===== config.mk =====
export PLATFORM = sky130hd
export DESIGN_NAME = uart_tx_serializer
export DESIGN_NICKNAME = d
export VERILOG_FILES = /design/src/rtl/uart_pkg.sv /design/src/rtl/uart_tx_serializer.sv
export SDC_FILE = /design/constraint.sdc
export NUM_CORES = 1
export LEC_CHECK = 0
export BUFFER_PORTS_ARGS = -buffer_cell sky130_fd_sc_hd__buf_2
export CORE_UTILIZATION = 57
export DETAILED_ROUTE_END_ITERATION = 16
export PLACE_DENSITY = 0.81
export SYNTH_ARGS = -nofsm -noshare
export SYNTH_HDL_FRONTEND = slang
export SYNTH_SLANG_ARGS = --single-unit

===== constraint.sdc =====
create_clock -name clk -period 4.1 [get_ports clk]
set_input_delay 0.82 -clock clk [delete_from_list [all_inputs] [get_ports clk]]
set_output_delay 0.82 -clock clk [all_outputs]
set_load 0.01 [all_outputs]

===== src/rtl/uart_pkg.sv =====
// Shared definitions for the UART blocks: transmit FSM state encoding,
// parity mode encodings and a frame-length helper.
package uart_pkg;

    // Transmit FSM states, in frame order
    typedef enum logic [2:0] {
        TX_IDLE   = 3'd0,
        TX_START  = 3'd1,
        TX_DATA   = 3'd2,
        TX_PARITY = 3'd3,
        TX_STOP   = 3'd4
    } tx_state_t;

    // Parity mode encodings
    localparam int PAR_NONE = 0;
    localparam int PAR_EVEN = 1;
    localparam int PAR_ODD  = 2;

    // Number of bit periods in one frame: start + data + optional parity + stop
    function automatic int frame_ticks(input int data_bits, input int parity, input int stop_bits);
        return 1 + data_bits + ((parity != PAR_NONE) ? 1 : 0) + stop_bits;
    endfunction

endpackage


===== src/rtl/uart_tx_serializer.sv =====
// Transmit half of the UART. Accepts a byte through a start/ready handshake
// and shifts it out as start bit, data LSB first, optional parity and stop
// bits. One bit period is timed by the baud_tick strobe from the tick
// divider, which this block enables through baud_en while a frame is in flight.
module uart_tx_serializer #(
    parameter int DATA_BITS = 8,
    parameter int PARITY    = 0,
    parameter int STOP_BITS = 1
) (
    input  logic                 clk,
    input  logic                 rst,
    input  logic                 baud_tick,
    input  logic                 tx_start,
    input  logic [DATA_BITS-1:0] tx_data,
    output logic                 tx_ready,
    output logic                 tx_done,
    output logic                 baud_en,
    output logic                 tx
);
    import uart_pkg::*;

    localparam int IDX_W = $clog2(DATA_BITS);
    localparam logic [IDX_W-1:0] LAST_IDX = IDX_W'(DATA_BITS - 1);
    // With a 1-bit stop counter the last stop tick is at count 0 for one
    // stop bit and count 1 for two stop bits.
    localparam logic LAST_STOP = (STOP_BITS == 2);

    if (DATA_BITS < 5 || DATA_BITS > 9) begin : g_bad_data_bits
        $error("uart_tx_serializer: DATA_BITS must be 5..9");
    end
    if (PARITY != PAR_NONE && PARITY != PAR_EVEN && PARITY != PAR_ODD) begin : g_bad_parity
        $error("uart_tx_serializer: PARITY must be 0, 1 or 2");
    end
    if (STOP_BITS != 1 && STOP_BITS != 2) begin : g_bad_stop_bits
        $error("uart_tx_serializer: STOP_BITS must be 1 or 2");
    end

    tx_state_t              state, state_next;
    logic [DATA_BITS-1:0]   shift_reg, shift_next;
    logic [IDX_W-1:0]       bit_idx, bit_next;
    logic                   stop_cnt, stop_next;
    logic                   par_bit, par_next;
    logic                   done_next;
    logic                   tx_next;
    logic                   par_calc;

    // Parity of the byte being accepted; odd parity is the inverted XOR
    assign par_calc = (PARITY == PAR_ODD) ? ~(^tx_data) : (^tx_data);

    assign tx_ready = (state == TX_IDLE);
    assign baud_en  = (state != TX_IDLE);

    // Next-state logic: every state transition except acceptance waits on baud_tick
    always_comb begin
        state_next = state;
        shift_next = shift_reg;
        bit_next   = bit_idx;
        stop_next  = stop_cnt;
        par_next   = par_bit;
        done_next  = 1'b0;
        case (state)
            TX_IDLE: begin
                if (tx_start) begin
                    shift_next = tx_data;
                    par_next   = par_calc;
                    bit_next   = '0;
                    stop_next  = 1'b0;
                    state_next = TX_START;
                end
            end
            TX_START: begin
                if (baud_tick) begin
                    bit_next   = '0;
                    state_next = TX_DATA;
                end
            end
            TX_DATA: begin
                if (baud_tick) begin
                    shift_next = {1'b0, shift_reg[DATA_BITS-1:1]};
                    if (bit_idx == LAST_IDX) begin
                        bit_next   = '0;
                        state_next = (PARITY != PAR_NONE) ? TX_PARITY : TX_STOP;
                    end else begin
                        bit_next = bit_idx + 1'b1;
                    end
                end
            end
            TX_PARITY: begin
                if (baud_tick) begin
                    stop_next  = 1'b0;
                    state_next = TX_STOP;
                end
            end
            TX_STOP: begin
                if (baud_tick) begin
                    if (stop_cnt == LAST_STOP) begin
                        stop_next  = 1'b0;
                        done_next  = 1'b1;
                        state_next = TX_IDLE;
                    end else begin
                        stop_next = ~stop_cnt;
                    end
                end
            end
            default: begin
                state_next = TX_IDLE;
            end
        endcase
    end

    // Line level for the state being entered, so tx can be registered with no extra lag
    always_comb begin
        tx_next = 1'b1;
        case (state_next)
            TX_IDLE:   tx_next = 1'b1;
            TX_START:  tx_next = 1'b0;
            TX_DATA:   tx_next = shift_next[0];
            TX_PARITY: tx_next = par_next;
            TX_STOP:   tx_next = 1'b1;
            default:   tx_next = 1'b1;
        endcase
    end

    // State and output registers; reset abandons any frame in progress
    always_ff @(posedge clk or negedge rst) begin
        if (!rst) begin
            state     <= TX_IDLE;
            shift_reg <= '0;
            bit_idx   <= '0;
            stop_cnt  <= 1'b0;
            par_bit   <= 1'b0;
            tx_done   <= 1'b0;
            tx        <= 1'b1;
        end else begin
            state     <= state_next;
            shift_reg <= shift_next;
            bit_idx   <= bit_next;
            stop_cnt  <= stop_next;
            par_bit   <= par_next;
            tx_done   <= done_next;
            tx        <= tx_next;
        end
    end

endmodule


==> metrics, run 1 <==
Pwr Density=650 nW/um2; length of routed met3 wiring=78 um; max-cap check violation count=0; CTS Sinks=17; Slew Limit Fails=0; Placed Cells=113; setup repair after global routing missed its margin=false; clock tree from TritonCTS=built; number of buffers inserted for hold repair after clock tree synthesis=0; origin of the critical flop-to-flop path=state[0]$_DFF_PN0_; Clock Root Buffer=sky130_fd_sc_hd__clkbuf_4; number of levels the H-tree was split into=1; dominant cell type by area after synthesis=sky130_fd_sc_hd__dfrtp_1; chain of cells forming the critical path=or3_1 > inv_1 > buf_2; post-route met1 wirelength=758 um; synth-to-layout area growth=11.0%; detailed-routed wire length on met2=834 um; final critical-path required period=2260 ps; Post-Synthesis Net Count=100; via count of the routed design=702; Tightest Pin Transition=1090 ps; post-CTS setup-driven buffer insertion count=0; flip-flop and latch count after synthesis=17; setup violation total in the final timing report=0; final routed wire length divided by cell count=14.4 um; global-route total usage across every layer=21.4%; outcome=complete, no violations; later-pin clock latency in the skew report=280 ps; TritonCTS buffer count=3; Sum Neg Setup Slack=0 ps; Final Wtd Congestion=0.765; reg2reg end=tx$_DFF_PN1_; uppermost metal layer occupied by signal nets=met4; vias in the first global route=651; Hold Vio Cnt, Final=0; worst max-slew margin expressed relative to the limit=26.3%; r2r setup slk=2120 ps; antenna diode instance count=0; maximum count of clock buffers along a single path=2; Hold Worst Slack=433 ps; data arrival time at the worst-slack endpoint=1440 ps; number of top-level design ports=16; Gate Count Post-Synth=86; Total Die Area=1800 um2; final cycle utilization of the critical path=55.0%; peak supply drop=304 uV; Achievable Freq=443 MHz; number of unique standard cell types used by synthesis=33; fraction of layout cells with a size suffix above 1=29.7%; total iterations of the first detailed-routing run=4; syn_area_per_cell=10.8 um2; largest net degree at the start of global routing=18; post-route worst setup slack=1840 ps; number of antenna violations at the first check in global routing=0; Initial Util=61.7%; worst hold-check path type=primary input to asynchronous set/reset pin; Worst Reg-to-Reg Cells=4; required arrival time at the worst endpoint=3280 ps; family with the most delay on the worst path=flip-flops; number of cells in the finished layout apart from fillers=117; library cell contributing the largest single delay on the critical path=sky130_fd_sc_hd__dfrtp_1; type of the worst setup path=flip-flop to primary output; share of the yosys chip area belonging to registers=45.9%; endpoint class of the critical path=primary output; hpwl dp=1.24 mm; post-detailed-routing wire length=1.69 mm; Post-CTS Resized=0; fraction of post-synthesis cell area in the top cell type by area=43.1%; die height=42.4 um; Yosys warnings=0; utilization after layout=68.5%; # nets final=116; number of antenna-violating nets in the routed design=0; most common cell after layout, fill and taps aside=sky130_fd_sc_hd__dfrtp_1; post-synthesis instance area=930 um2; clock edge transition at the registers on the reported setup and hold paths=100 ps; peak per-stage delay on the critical path=540 ps; Via density=6.00; worst setup slack before clock tree synthesis=1760 ps; Critical path buffers and inverters=2; Lkg Pwr=0.000473 uW; critical path fanouts, max=12; Synth area leaders=sky130_fd_sc_hd__dfrtp_1 (43%), sky130_fd_sc_hd__xnor2_1 (6.6%), sky130_fd_sc_hd__o21ai_0 (5.4%); floorplan die width=42.4 um; Layout Skew=3.46 ps; violation count after the first detailed-routing iteration=24; count of standard-cell rows=14; post-route DRC violation count=0; GRT Residual Overflow=0; kind of start point of the critical path=flip-flop; Floorplan Core Area=1510 um2; highest-count cells in the layout ignoring fill and taps=sky130_fd_sc_hd__dfrtp_1 (16), sky130_fd_sc_hd__buf_2 (15), sky130_fd_sc_hd__inv_1 (10), sky130_fd_sc_hd__o21ai_0 (10), sky130_fd_sc_hd__xnor2_1 (7); wire length of the first global-routing pass=2.77 mm; max reg flops=8; port bufs=15
## worst max-delay path by stage
stage                       start      endpoint  slack, ps  depth (start not counted)
4_1_cts        state[2]$_DFF_PN0_      tx_ready       1850                          3
2_1_floorplan  state[2]$_DFF_PN0_      tx_ready       2200                          3
5_1_grt        state[2]$_DFF_PN0_      tx_ready       1780                          3
6_report       state[2]$_DFF_PN0_      tx_ready       1840                          3
3_3_place_gp            baud_tick  tx$_DFF_PN1_       1820                          5
3_5_place_dp            baud_tick  tx$_DFF_PN1_       1760                          5
## kinds of logic (layout without fill, tap and decap cells)
| group | Yosys count | count (layout) | synth area share (%) |
|---|---|---|---|
| XOR/XNOR | 7 | 7 | 6.60 |
| flip-flops | 17 | 17 | 45.9 |
| AO/OA/AOI/OAI | 26 | 26 | 20.2 |
| AND/OR/NAND/NOR | 17 | 17 | 14.9 |
| multiplexers | 3 | 3 | 3.63 |
| buffers and inverters | 14 | 29 | 6.06 |
| adder cells (fa/ha/maj) | 2 | 2 | 2.69 |
## per-stage QoR
stage | total power, uW | instance area, um2
after floorplan | 513 | 930
after global placement | 571 | 1010
after detailed placement | 585 | 1010
after CTS | 675 | 1030
after global routing | 723 | 1030
final | 671 | 1030
## layout make-up
| type | instances | area (um2) |
|---|---|---|
| sequential | 17 | 427 |
| timing repair buffer | 15 | 75.1 |
| tap | 16 | 20.0 |
| inverter | 10 | 37.5 |
| multi-input combinational | 55 | 447 |
| fill | 114 | 474 |
| clock buffer | 4 | 26.3 |
## per-layer routing
metal	up-vias	global-route usage [%]
met1	336	27.2
met2	23	34.2
met4	0	11.3
li1	339	-
met3	4	4.31
met5	-	0
## Yosys cell counts (all sizes together)
master / number
nor4: 1
nand2: 3
nor2b: 1
dfrtp: 16
and3b: 1
nor4bb: 1
nand2b: 1
or4b: 2
inv: 10
a21oi: 1
clkbuf: 1
ha: 2
mux2: 3
a22oi: 7
nor3b: 2
or3: 1
o21ai: 12
buf: 3
nor2: 1
dfstp: 1
nor4b: 2
a31oi: 1
a211oi: 2
xnor2: 7
o31ai: 2
or2b: 1
o31a: 1
## power breakdown
part           internal (uW)  switching (uW)  leakage [uW]
clock network           37.8            52.0     0.0000150
logic                    131             144      0.000242
registers                238            69.2      0.000216
(Power assumes the default switching activity.)
==> run 2: changes to the inputs <==
--- a/config.mk
+++ b/config.mk
@@ -5,10 +5,11 @@
 export SDC_FILE = /design/constraint.sdc
 export NUM_CORES = 1
 export LEC_CHECK = 0
+export ABC_AREA = 1
 export BUFFER_PORTS_ARGS = -buffer_cell sky130_fd_sc_hd__buf_2
-export CORE_UTILIZATION = 57
+export CORE_UTILIZATION = 49
 export DETAILED_ROUTE_END_ITERATION = 16
-export PLACE_DENSITY = 0.81
+export PLACE_DENSITY = 0.73
 export SYNTH_ARGS = -nofsm -noshare
 export SYNTH_HDL_FRONTEND = slang
 export SYNTH_SLANG_ARGS = --single-unit
==> constraint.sdc (replaced) <==
create_clock -name clk -period 1.9 [get_ports clk]
set_input_delay 0.38 -clock clk [delete_from_list [all_inputs] [get_ports clk]]
set_output_delay 0.38 -clock clk [all_outputs]
set_load 0.01 [all_outputs]
==> run 2 against run 1 <==
Synthesized cell count is 59% higher. Area after synthesis is 7.7% higher. Combinational power is 130% higher. Cell count is 55% higher. Die area is 24% higher. Core utilization is 6.0 points lower. Worst hold slack worse by 53 ps. Count of clock-buffer cells in the layout stayed put. Sequential share of layout area is 3.9 points lower. Sequential cell count stayed put. Total power is 110% higher. Critical path type unchanged.
==> metrics, run 2 <==
relative contribution of combinational cells to total power=44.7% (+3.8 points); floorplan die width=47.2 um (+11%); origin of the critical flop-to-flop path=state[2]$_DFF_PN0_; Critical path buffers and inverters=2 (unchanged); Post-Synthesis Net Count=151 (+51%); # nets final=171 (+47%); wire length of the first global-routing pass=3.41 mm (+23%); Gate Count Post-Synth=137 (+59%); Tightest Pin Transition=401 ps (-689 ps); Hold Vio Cnt, Final=0 (unchanged); port bufs=15 (unchanged); maximum count of clock buffers along a single path=2 (unchanged); vias in the first global route=821 (+26%); final standard cell area without fillers=1140 um2 (+10%); Sum Neg Setup Slack=0 ps (unchanged); largest net degree at the start of global routing=18 (unchanged); endpoint class of the critical path=primary output; most common cell after layout, fill and taps aside=sky130_fd_sc_hd__nand2_1; total iterations of the first detailed-routing run=4 (unchanged); share of flip-flops with an asynchronous set or reset after synthesis=100% (unchanged); synth-to-layout area growth=13.7%; via count of the routed design=896 (+28%); Placed Instance Area=1100 um2 (+9.6%); global-route total usage across every layer=22.8% (+1.4 points); violation count after the first detailed-routing iteration=17 (-29%); dominant cell type by area after synthesis=sky130_fd_sc_hd__dfrtp_1; max-cap check violation count=0 (unchanged); cell types with the highest counts after synthesis=sky130_fd_sc_hd__nand2_1 (55), sky130_fd_sc_hd__inv_1 (22), sky130_fd_sc_hd__dfrtp_1 (16), sky130_fd_sc_hd__nand3_1 (9); family with the most delay on the worst path=flip-flops; clock edge transition at the registers on the reported setup and hold paths=100 ps (about the same); share of the yosys chip area belonging to registers=42.6% (-3.3 points); count of standard-cell rows=15 (+1); number of enable-type register cells in the synthesized netlist=0 (unchanged); switching power=590 uW (+120%); Yosys warnings=0 (unchanged); register share of total power=41.5% (-4.2 points); later-pin clock latency in the skew report=290 ps (about the same); Total Die Area=2230 um2 (+24%); hpwl dp=1.50 mm (+21%); number of top-level design ports=16 (unchanged); final routed wire length divided by cell count=10.8 um (-26%); internal power contribution=838 uW (+110%); final cycle utilization of the critical path=81.7%; syn_area_per_cell=7.31 um2 (-32%); required arrival time at the worst endpoint=1520 ps (-1760 ps); post-detailed-routing wire length=1.95 mm (+15%); number of levels the H-tree was split into=1 (unchanged); post-route DRC violation count=0 (unchanged); first element of the critical path=state[2]$_DFF_PN0_; GRT Residual Overflow=0 (unchanged); setup repair after global routing missed its margin=false; peak per-stage delay on the critical path=470 ps (-70 ps); hold wc startpoint=tx_data[0]; number of antenna-violating nets in the routed design=0 (unchanged); Layout Skew=5.31 ps (+1.85 ps); number of antenna violations at the first check in global routing=0 (unchanged); library cell contributing the largest single delay on the critical path=sky130_fd_sc_hd__dfrtp_1; Achievable Freq=644 MHz; Pwr Density=1250 nW/um2 (+93%); fraction of post-synthesis cell area in the top cell type by area=40.0% (-3.1 points); most frequent cell after synthesis=sky130_fd_sc_hd__nand2_1; final critical-path required period=1550 ps; post-CTS setup-driven buffer insertion count=0 (unchanged); Clock Root Buffer=sky130_fd_sc_hd__clkbuf_4; setup violation total in the final timing report=0 (unchanged); highest-count cells in the layout ignoring fill and taps=sky130_fd_sc_hd__nand2_1 (55), sky130_fd_sc_hd__inv_1 (22), sky130_fd_sc_hd__dfrtp_1 (16); peak supply drop=806 uV (+170%); number of unique standard cell types used by synthesis=23 (-30%); TritonCTS buffer count=3 (unchanged); post-synthesis instance area=1000 um2 (+7.7%); data arrival time at the worst-slack endpoint=1170 ps (-270 ps); die height=47.2 um (+11%); Via density=4.95 (-17%); fraction of layout cells with a size suffix above 1=16.0% (-14 points); switching share of power=41.3% (+1.8 points); Slew Limit Fails=0 (unchanged); Lkg Pwr=0.000637 uW (+35%); worst max-slew margin expressed relative to the limit=73.2% (+47 points); main flop type after synthesis=sky130_fd_sc_hd__dfrtp_1; worst hold-check path type=primary input to flip-flop; share of total power in the clock network=13.8% (+0.4 points); clock tree from TritonCTS=built; chain of cells forming the critical path=nor2_1 > nand2_2 > inv_1 > buf_2; Synth area leaders=sky130_fd_sc_hd__dfrtp_1 (40%), sky130_fd_sc_hd__nand2_1 (21%), sky130_fd_sc_hd__inv_1 (8.3%); fill count=177 (+55%); Initial Util=55.0% (-6.7 points); kind of start point of the critical path=flip-flop; flip-flop and latch count after synthesis=17 (unchanged); Floorplan Core Area=1820 um2 (+21%); CTS Sinks=17 (unchanged); antenna diode instance count=0 (unchanged); Final Wtd Congestion=0.825 (+7.9%); outcome=complete, no violations; critical path fanouts, max=6 (-6); max reg flops=8 (unchanged); type of the worst setup path=flip-flop to primary output
[run 2: cell type report]
type | count | area (um2) | share of cell area [%]
Clock buffer | 4 | 26.3 | 2.31
Inverter | 23 | 86.3 | 7.58
Multi-Input combinational cell | 96 | 483 | 42.4
Sequential cell | 17 | 427 | 37.5
Tap cell | 25 | 31.3 | 2.75
Timing Repair Buffer | 16 | 85.1 | 7.47
[run 2: tightest hold or removal path, stage by stage]
cell and delay, ps:
sky130_fd_sc_hd__buf_2 110, sky130_fd_sc_hd__nand2_1 60, sky130_fd_sc_hd__nand3_1 100
[run 2: repair_timing]
action                                  CTS  global route
endpoints found under the hold margin    16             0
endpoints found under the setup margin    0             0
resized for setup                         0             0
hold buffers                              1             0
[run 2: path summary, 6_finish.rpt]
kind / end / slack (ps) / cells past startpoint
setup / recovery: tx_ready / 350 / 4
hold / removal: shift_reg[0]$_DFF_PN0_ / 380 / 3
setup reg to reg: tx$_DFF_PN1_ / 480 / 6
hold reg to reg: bit_idx[0]$_DFFE_PN0P_ / 490 / 1
max in group asynchronous: tx$_DFF_PN1_ / 1060 / 2
min in group asynchronous: state[1]$_DFF_PN0_ / 530 / 2
[run 2: logic make-up (layout without fill, tap and decap cells)]
logic type / after synthesis / count (layout) / share of synthesized area [%]
flops: 17 / 17 / 42.6
fa+ha+maj: 2 / 2 / 2.50
simple gates: 76 / 76 / 32.8
buf+inv: 24 / 43 / 9.12
compound gates: 18 / 18 / 13.0
[run 2: routing by layer]
metal	GRT usage [%]	part of all wire, %	vias up
met1	28.4	48	400
met2	37.2	49	14
met4	10.3	1.1	0
li1	-	-	480
met3	5.77	2.3	2
met5	0	0	-
[run 2: power by group through the flow]
stage                     combinational [uW]  clock [uW]  sequential [uW]
after floorplan                          481           0              592
after global placement                   618           0              596
after detailed placement                 642           0              600
after CTS                                646         203              592
after global routing                     738         216              610
final                                    638         198              592
[run 2: per-stage QoR]
stage	hold slack [ps]	total power [uW]	setup slack (ps)	util, %	instances
2_1_floorplan	84.4	1070	648	-	137
3_3_place_gp	318	1210	567	60.5	176
3_5_place_dp	316	1240	499	60.5	176
4_1_cts	370	1440	339	62.5	181
5_1_grt	404	1560	249	62.5	181
6_report	380	1430	348	62.5	181
==> run 3: changes to the inputs <==
==> constraint.sdc (replaced) <==
create_clock -name clk -period 1.3 [get_ports clk]
set_input_delay 0.26 -clock clk [delete_from_list [all_inputs] [get_ports clk]]
set_output_delay 0.26 -clock clk [all_outputs]
set_load 0.01 [all_outputs]
==> run 3 against run 2 <==
The flow now finishes with violations (negative setup slack). Wire length grew 9.1%. Count of clock-buffer cells in the layout shrank 1. Worst hold slack got worse by 130 ps. Register-to-register slack lost 520 ps. Clock skew decreased by 2.7 ps. Cell count is 5.0% higher. Critical path depth unchanged. Cell area up 15%. Total power grew 77%. Die area stayed put. Critical path type unchanged. Critical endpoint unchanged. Largest cell class unchanged. Largest power group unchanged.
==> metrics, run 3 (synthesized netlist as in run 2, its figures left out) <==
outcome=finished with violations; violations in the final reports=negative setup slack; data arrival time at the worst-slack endpoint=1120 ps (-50 ps); Tightest Pin Transition=376 ps (-25.1 ps); clock edge transition at the registers on the reported setup and hold paths=90 ps (about the same); required arrival time at the worst endpoint=1040 ps (-480 ps); Initial Util=55.0% (unchanged); most common cell after layout, fill and taps aside=sky130_fd_sc_hd__nand2_1; Hold Vio Cnt, Final=0 (unchanged); Clock Root Buffer=sky130_fd_sc_hd__clkbuf_4; number of antenna violations at the first check in global routing=0 (unchanged); port bufs=15 (unchanged); kind of start point of the critical path=flip-flop; number of top-level design ports=16 (unchanged); count of standard-cell rows=15 (unchanged); largest net degree at the start of global routing=18 (unchanged); utilization after layout=71.9% (+9.3 points); Sum Neg Setup Slack=-248 ps (-248 ps); number of levels the H-tree was split into=1 (unchanged); final standard cell area without fillers=1310 um2 (+15%); die height=47.2 um (unchanged); library cell contributing the largest single delay on the critical path=sky130_fd_sc_hd__dfrtp_2; clock tree from TritonCTS=built; hpwl dp=1.53 mm (+1.8%); final routed wire length divided by cell count=11.2 um (+3.9%); endpoint class of the critical path=primary output; vias in the first global route=711 (-13%); post-detailed-routing wire length=2.12 mm (+9.1%); maximum count of clock buffers along a single path=2 (unchanged); Pwr Density=1930 nW/um2 (+54%); Achievable Freq=722 MHz; number of antenna-violating nets in the routed design=0 (unchanged); worst hold-check path type=primary input to flip-flop; Via density=5.01 (+1.2%); violation count after the first detailed-routing iteration=15 (-2); Lkg Pwr=0.000709 uW (+11%); peak per-stage delay on the critical path=470 ps (about the same); Hold Worst Slack=255 ps (-125 ps); GRT Residual Overflow=0 (unchanged); chain of cells forming the critical path=nor2_2 > nand2_2 > inv_2 > buf_6; max reg flops=8 (unchanged); # nets final=180 (+5.3%); Final Wtd Congestion=0.744 (-9.8%); final critical-path required period=1380 ps; max-cap check violation count=0 (unchanged); worst max-slew margin expressed relative to the limit=74.9% (+1.8 points); fraction of layout cells with a size suffix above 1=32.1% (+16 points); antenna diode instance count=0 (unchanged); final cycle utilization of the critical path=106%; wire length of the first global-routing pass=3.10 mm (-9.1%); highest-count cells in the layout ignoring fill and taps=sky130_fd_sc_hd__nand2_1 (53), sky130_fd_sc_hd__inv_1 (19), sky130_fd_sc_hd__dfrtp_1 (14), sky130_fd_sc_hd__buf_2 (14), sky130_fd_sc_hd__nand3_1 (8); setup repair after global routing missed its margin=true; Placed Instance Area=1140 um2 (+3.4%); post-route DRC violation count=0 (unchanged); setup violation total in the final timing report=6 (+6); area of combinational cells with multiple inputs=552 um2 (+14%); Total Die Area=2230 um2 (unchanged); Layout Skew=2.65 ps (-2.66 ps); TritonCTS buffer count=3 (unchanged); Slew Limit Fails=0 (unchanged); sequential cell area in the final layout=429 um2 (+0.59%); via count of the routed design=952 (+6.3%); global-route total usage across every layer=20.8% (-2.0 points); fill count=165 (-6.8%); Floorplan Core Area=1820 um2 (unchanged); CTS Sinks=17 (unchanged); post-route worst setup slack=-84.2 ps (-432 ps); later-pin clock latency in the skew report=290 ps (about the same); floorplan die width=47.2 um (unchanged); total iterations of the first detailed-routing run=4 (unchanged); critical path fanouts, max=6 (unchanged); synth-to-layout area growth=30.8%; peak supply drop=1300 uV (+61%); type of the worst setup path=flip-flop to primary output
run 3: cell types whose count changed in the layout (fill, tap and decap cells not counted), sizes merged:
cell,change
buf,+9
clkinv,+1
clkbuf,-1
run 3: area by class of cell:
type | count | area share, %
Inverter | 23 | 6.98
Multi-Input combinational cell | 96 | 42.2
Clock buffer | 3 | 1.72
Sequential cell | 17 | 32.8
Timing Repair Buffer | 25 | 13.6
Tap cell | 25 | 2.39
Clock inverter | 1 | 0.382
run 3: worst paths after layout:
kind,from,endpoint,slack [ps],depth (start not counted)
min in group asynchronous,rst,state[1]$_DFF_PN0_,400,2
max,state[0]$_DFF_PN0_,tx_ready,-80,4
max in group asynchronous,rst,tx$_DFF_PN1_,590,2
min,tx_data[0],shift_reg[0]$_DFF_PN0_,250,3
max reg2reg,state[2]$_DFF_PN0_,tx$_DFF_PN1_,-40,8
min reg2reg,shift_reg[0]$_DFF_PN0_,shift_reg[0]$_DFF_PN0_,490,2
run 3: what timing repair did:
item | CTS | global route
gates resized for setup | 8 | 21
pin swaps | 1 | 3
hold buffers | 1 | 0
cloned | 0 | 0
setup endpoints to repair | 7 | 15
setup buffers | 1 | 3
endpoints found under the hold margin | 16 | 0
run 3: through the flow:
stage / std cells / total power (uW) / setup slack, ps
4_1_cts: 187 / 2230 / -95.1
2_1_floorplan: 137 / 1570 / 48.4
6_report: 190 / 2530 / -84.2
3_5_place_dp: 181 / 1880 / -10.3
3_3_place_gp: 181 / 1860 / -7.41
5_1_grt: 190 / 2750 / -167
run 3: metal layers:
metal / routed length, um / part of all wire (%) / vias to the layer above / GRT usage [%]
li1: - / - / 496 / -
met1: 988 / 47 / 435 / 30.3
met2: 1040 / 49 / 17 / 28.9
met3: 70 / 3.3 / 4 / 6.92
met4: 27 / 1.3 / 0 / 6.86
met5: 0 / 0 / - / 0
run 3: worst max-delay path, delay by kind of cell, from the launching register on:
kind                   cells  cell delay (ps)
flip-flops                 1              470
AND/OR/NAND/NOR            2              220
buffers and inverters      2              150
run 3: power breakdown:
part,total (uW),internal (uW),switching (uW),leakage [uW]
clock network,279,115,164,0.0000177
logic,1370,625,743,0.000481
registers,881,754,127,0.000211
